===== src/rtl/can_rx_edge_filter.sv =====
// Multi-channel CAN RX conditioning: synchronizer, programmable glitch filter,
// mode-selectable edge detector and bus-idle tracker; config shared, state per channel.
module can_rx_edge_filter #(
    parameter int unsigned NCH         = 1,
    parameter int unsigned SYNC_STAGES = 2,
    parameter int unsigned FILT_W      = 4,
    parameter int unsigned IDLE_W      = 8
) (
    input  logic              clk,
    input  logic              RST,
    input  logic [NCH-1:0]    rx_in,
    input  logic [1:0]        edge_mode,
    input  logic [FILT_W-1:0] filt_len,
    input  logic [IDLE_W-1:0] idle_len,
    output logic [NCH-1:0]    rx_filt,
    output logic [NCH-1:0]    edge_pulse,
    output logic [NCH-1:0]    edge_rise,
    output logic [NCH-1:0]    bus_idle
);

    // One extra bit so cnt+1 never wraps when compared with the limit
    localparam int unsigned CNT_W = FILT_W + 1;

    localparam logic [1:0] MODE_FALL = 2'b00;
    localparam logic [1:0] MODE_RISE = 2'b01;
    localparam logic [1:0] MODE_BOTH = 2'b10;

    logic [CNT_W-1:0] w_filt_lim;
    logic             w_allow_fall;
    logic             w_allow_rise;
    logic             w_idle_en;

    // Shared configuration decode; a zero filter length behaves as one
    always_comb begin
        w_filt_lim   = (filt_len == '0) ? CNT_W'(1) : CNT_W'(filt_len);
        w_allow_fall = (edge_mode == MODE_FALL) || (edge_mode == MODE_BOTH);
        w_allow_rise = (edge_mode == MODE_RISE) || (edge_mode == MODE_BOTH);
        w_idle_en    = (idle_len != '0);
    end

    for (genvar ch = 0; ch < NCH; ch++) begin : g_ch
        logic [SYNC_STAGES-1:0] r_sync;
        logic                   r_filt;
        logic                   r_prev;
        logic [FILT_W-1:0]      r_cnt;
        logic [IDLE_W-1:0]      r_idle_cnt;

        logic                   w_sync;
        logic                   w_cnt_done;
        logic                   w_filt_nxt;
        logic [FILT_W-1:0]      w_cnt_nxt;
        logic [IDLE_W-1:0]      w_idle_nxt;
        logic                   w_raw_edge;
        logic                   w_pulse;

        assign w_sync     = r_sync[SYNC_STAGES-1];
        assign w_cnt_done = (CNT_W'(r_cnt) + CNT_W'(1)) >= w_filt_lim;

        // Filter: accept a new level only after L consecutive mismatching cycles
        always_comb begin
            w_cnt_nxt  = r_cnt;
            w_filt_nxt = r_filt;
            if (w_sync == r_filt) begin
                w_cnt_nxt = '0;
            end else if (w_cnt_done) begin
                w_filt_nxt = w_sync;
                w_cnt_nxt  = '0;
            end else begin
                w_cnt_nxt = r_cnt + FILT_W'(1);
            end
        end

        // Idle counter saturates at idle_len; a count left above a lowered
        // limit just holds, keeping bus_idle low until the next dominant bit
        always_comb begin
            w_idle_nxt = r_idle_cnt;
            if (!r_filt) begin
                w_idle_nxt = '0;
            end else if (r_idle_cnt < idle_len) begin
                w_idle_nxt = r_idle_cnt + IDLE_W'(1);
            end
        end

        always_ff @(posedge clk) begin
            if (RST) begin
                r_sync     <= '1;
                r_filt     <= 1'b1;
                r_prev     <= 1'b1;
                r_cnt      <= '0;
                r_idle_cnt <= '0;
            end else begin
                r_sync     <= {r_sync[SYNC_STAGES-2:0], rx_in[ch]};
                r_filt     <= w_filt_nxt;
                r_prev     <= r_filt;
                r_cnt      <= w_cnt_nxt;
                r_idle_cnt <= w_idle_nxt;
            end
        end

        // Outputs decode registered state only; no path from rx_in
        assign w_raw_edge = r_filt ^ r_prev;
        assign w_pulse    = w_raw_edge & (r_filt ? w_allow_rise : w_allow_fall);

        assign rx_filt[ch]    = r_filt;
        assign edge_pulse[ch] = w_pulse;
        assign edge_rise[ch]  = w_pulse & r_filt;
        assign bus_idle[ch]   = w_idle_en && (r_idle_cnt == idle_len) && r_filt;
    end

endmodule


===== config.mk =====
export PLATFORM = sky130hd
export DESIGN_NAME = can_rx_edge_filter
export DESIGN_NICKNAME = d
export VERILOG_FILES = /design/src/rtl/can_rx_edge_filter.sv
export SDC_FILE = /design/constraint.sdc
export NUM_CORES = 1
export LEC_CHECK = 0
export BUFFER_PORTS_ARGS = -buffer_cell sky130_fd_sc_hd__buf_2
export CAP_MARGIN = 20
export CORE_MARGIN = 3
export CORE_UTILIZATION = 35
export CTS_BUF_LIST = sky130_fd_sc_hd__clkbuf_16
export CTS_CLUSTER_SIZE = 20
export DETAILED_ROUTE_END_ITERATION = 7
export MAX_ROUTING_LAYER = met4
export SLEW_MARGIN = 20
export SYNTH_ARGS = -nofsm -noshare
export SYNTH_HDL_FRONTEND = slang
export SYNTH_SLANG_ARGS = --single-unit

===== constraint.sdc =====
create_clock -name clk -period 4.9 [get_ports clk]
set_clock_uncertainty 0.05 [all_clocks]
set_input_delay 0.49 -clock clk [delete_from_list [all_inputs] [get_ports clk]]
set_output_delay 0.49 -clock clk [all_outputs]
set_load 0.01 [all_outputs]

Word level (Yosys, flattened, before mapping). Cells that the tools add are included.

Reduce and logical (&&, ||, !) cells: 10. Equal/unequal tests: 4. $add $sub $neg: 3. $lt $le $gt $ge: 2. Mux-type cells: 2. Bitwise logic cells: 5.

Operators by type and width (number): $add A8 B1 Y8 const B (1); $eq A8 B8 Y1 (1); $lt A8 B8 Y1 (1); $reduce_bool A8 Y1 (1); $add A4 B1 Y5 const B (1); $ge A5 B4 Y1 (1); $add A4 B1 Y4 const B (1); $logic_not A4 Y1 (1); $mux W4 (1); $reduce_or A3 Y1 (1); $and A1 B1 Y1 (2); $eq A2 B1 Y1 const B (1); $eq A2 B2 Y1 const B (1); $logic_and A1 B1 Y1 (2); $logic_not A2 Y1 (1); $logic_or A1 B1 Y1 (2); $not A1 Y1 (2); $reduce_and A2 Y1 (1); $reduce_or A2 Y1 (1); $eq A1 B1 Y1 (1); $mux W1 (1); $xor A1 B1 Y1 (1).

Bits in registers: 16. Logic and storage cells: 31. Bits of input ports: 17. Output and inout port bits: 4.

Logic depth before layout (Yosys ltp).
Depth after elaboration: 5. Mapped depth: 8. Gate-level depth less buffers: 8.

Least setup slack after synthesis. Ideal clock, no wire load.

Path kind: input port to flip-flop. From: input idle_len[5]. To: register g_ch[0].r_idle_cnt[7]. Path slack: 2581 ps. Arrival time: 2199 ps. Stages: 7. Library setup time: 70 ps. Data required time: 4780 ps. Cells stage by stage: inv_1 > ha_1 > a211oi_2 > nor2_1 > or4_4 > or4_1 > a21oi_1.

Word-level cells in the longest chain between the ends: 1.

RTL lines: start, declared (line 14) `input logic [IDLE_W-1:0] idle_len,`; $lt A8 B8 Y1 (line 79) `end else if (r_idle_cnt < idle_len) begin`; end signal, assigned (line 96) `r_idle_cnt <= w_idle_nxt;`; end, declared (line 46) `logic [IDLE_W-1:0] r_idle_cnt;`.

No other way between the ends. A chain may end at the register's enable or synchronous reset.

Final worst setup path. Ends and elaborated chain as after synthesis.

==> results.json <==
{
  "status": "finished clean",
  "ir_drop_mv": 0.346,
  "leakage_nw": 0.584,
  "diodes": 0,
  "synthCells": 116,
  "arrival_ns": 2.40,
  "dieWidth_um": 59.8,
  "synth_top_area_cell": "dfxtp_1",
  "min_period_over_period": 0.464,
  "synth_top_family_by_area": "simple AND/OR/NAND/NOR gates",
  "ioPinCount": 21,
  "synth_compound_area_frac": 0.189,
  "overflow": 0,
  "async_flop_share": 0,
  "grt_pass1_wl_um": 3860,
  "cts_resized": 0,
  "synth_common_cells": "16 x dfxtp_1, 14 x ha_1, 14 x inv_1, 7 x nor2_1, 6 x nand2_1",
  "hp-class": "reg2reg",
  "synthXorXnorAreaFrac": 0.0345,
  "final_layout_size_suffix_gt1_frac": 0.230,
  "clock_sinks": 16,
  "fmax_ghz": 0.440,
  "yosys.area_share.simple": 0.227,
  "synth-seq-cells": 16,
  "path_max_fanout": 5,
  "die_y_um": 59.8,
  "min_path_cells": 1,
  "relSlewSlack": 0.541,
  "setup_violations": 0,
  "track_usage": 0.145,
  "antenna_found_initial": 0,
  "min_period_ns": 2.27,
  "crit_type": "in2reg",
  "synthDominantCellAreaShare": 0.316,
  "synth-edff-count": 0,
  "synth_area_um2": 1010,
  "synth_mux_area_frac": 0.00986,
  "routed_wirelength_um": 2110,
  "r2r_slack_ns": 2.63,
  "cts_buffer_depth": 2,
  "io_buffer_count": 20,
  "finalHoldViolCount": 0,
  "yosys.area_share.adder": 0.173,
  "cts_root_buffer": "clkbuf_16",
  "drc_errors": 0,
  "cts_hold_buf": 0,
  "via_count": 928,
  "die_area_um2": 3580,
  "cts_tree": "yes",
  "cp-endpoint": "g_ch[0].r_idle_cnt[7]",
  "fin_area_um2": 1230,
  "grt_max_degree": 11,
  "row_count": 18,
  "yosysMostFrequentCell": "dfxtp_1",
  "drt_iter0_markers": 18,
  "synth_warnings": 0,
  "start_util": 0.388,
  "timing.rr.end": "g_ch[0].r_idle_cnt[7]",
  "max-cap-violations": 0,
  "cp-end-kind": "flop",
  "yosysSeqAreaShare": 0.316,
  "numCtsBuffers": 3,
  "setup_tns_ns": 0,
  "final_max_slew_viol_count": 0,
  "clock_latency_ns": 0.24,
  "core_um2": 2610,
  "r2r-start": "g_ch[0].r_idle_cnt[5]",
  "dp.cells": 166,
  "fin_cells": 169,
  "nets": 172,
  "critPathLaunch": "idle_len[5]",
  "ant_nets": 0,
  "avgSynthCellArea_um2": 8.75,
  "power_density_nw_per_um2": 275,
  "area_growth_pct": 21.0,
  "firstDrtPassIters": 4,
  "yosys-top-cells-area": "dfxtp_1 32%, ha_1 17%, inv_1 5.2%",
  "gp_congestion": 0.781,
  "place_hpwl_um": 1690,
  "rsz0062_at_grt": "false",
  "worstMarginPinSlew_ns": 0.686,
  "wire_per_inst_um": 12.5,
  "via_per_inst": 5.49,
  "dpl-instance-area_um2": 1150,
  "startpoint_type": "primary input",
  "reg2regPathDepth": 6,
  "clkTransAtPathRegs_ns": 0.05,
  "ys_types": 35,
  "synth_nets": 147,
  "grt_pass1_vias": 911,
  "cp_data_required_time_ns": 5.03,
  "cts_setup_buffers": 0,
  "htreeDepth": 1,
  "ys.flop_type": "dfxtp_1"
}
-- worst min path at each step --
| stage | from | end |
|---|---|---|
| floorplan | g_ch[0].r_sync[0] | g_ch[0].r_sync[1] |
| global placement | g_ch[0].r_sync[0] | g_ch[0].r_sync[1] |
| detailed placement | g_ch[0].r_sync[0] | g_ch[0].r_sync[1] |
| CTS | g_ch[0].r_sync[0] | g_ch[0].r_sync[1] |
| global route | g_ch[0].r_sync[0] | g_ch[0].r_sync[1] |
| finish | g_ch[0].r_sync[0] | g_ch[0].r_sync[1] |
-- cell families after synthesis --
family          count (synthesis)
buf+inv                        14
mux                             1
flops                          16
fa+ha+maj                      14
compound gates                 26
simple gates                   41
xor+xnor                        4
-- layer usage --
metal | GRT usage | part of all wire
met1 | 0.179 | 0.47
met2 | 0.235 | 0.49
met3 | 0.0454 | 0.031
met4 | 0.0285 | 0.0057
met5 | - | 0
-- area by class of cell --
class | count | area, um2
flip-flops and latches | 16 | 320
fillers | 264 | 1390
clock buffers | 3 | 75.1
repair buffers | 20 | 100
well taps | 30 | 37.5
inverters | 14 | 52.6
multi-input cells | 86 | 642
-- placed cells by master, fill, tap and decap left out, types with 2 or more instances in the layout --
cell type	n
buf_2	20
dfxtp_1	16
inv_1	14
ha_1	14
nor2_1	7
nand2_1	6
nand2b_1	5
nand3_1	4
nand4_1	4
a21oi_1	4
xnor2_1	3
o21ai_0	3
nor2b_1	3
o211ai_1	3
o31ai_1	3
or2_2	3
clkbuf_16	3
a31o_2	2
nor4_1	2
a31oi_1	2
a211o_1	2
-- state kept, by name, indices dropped and copies added (netlist names) --
name,count
rx_filt,1
g_ch.r_idle_cnt,8
g_ch.r_prev,1
g_ch.r_cnt,4
g_ch.r_sync,2
-- critical path, stage by stage --
cell and delay, ns:
buf_2 0.09, inv_1 0.04, ha_1 0.31, a211oi_2 0.18, nor2_1 0.11, or4_4 0.54, or4_1 0.48, a21oi_1 0.15
-- per-stage QoR --
stage	worst slack, ns	power [mW]	hold slack (ns)	util
after floorplan	2.58	0.170	0.339	-
after global placement	2.45	0.185	0.349	0.441
after detailed placement	2.37	0.187	0.351	0.441
after CTS	2.62	0.342	0.366	0.470
after global routing	2.48	0.356	0.382	0.470
final	2.63	0.338	0.361	0.470
-- power by group --
group | internal [mW] | leakage (nW) | switching (mW)
registers | 0.136 | 0.130 | 0.00513
logic | 0.0204 | 0.417 | 0.0224
clock network | 0.107 | 0.0370 | 0.0471
total | 0.263 | 0.584 | 0.0746
(Power assumes the default switching activity.)
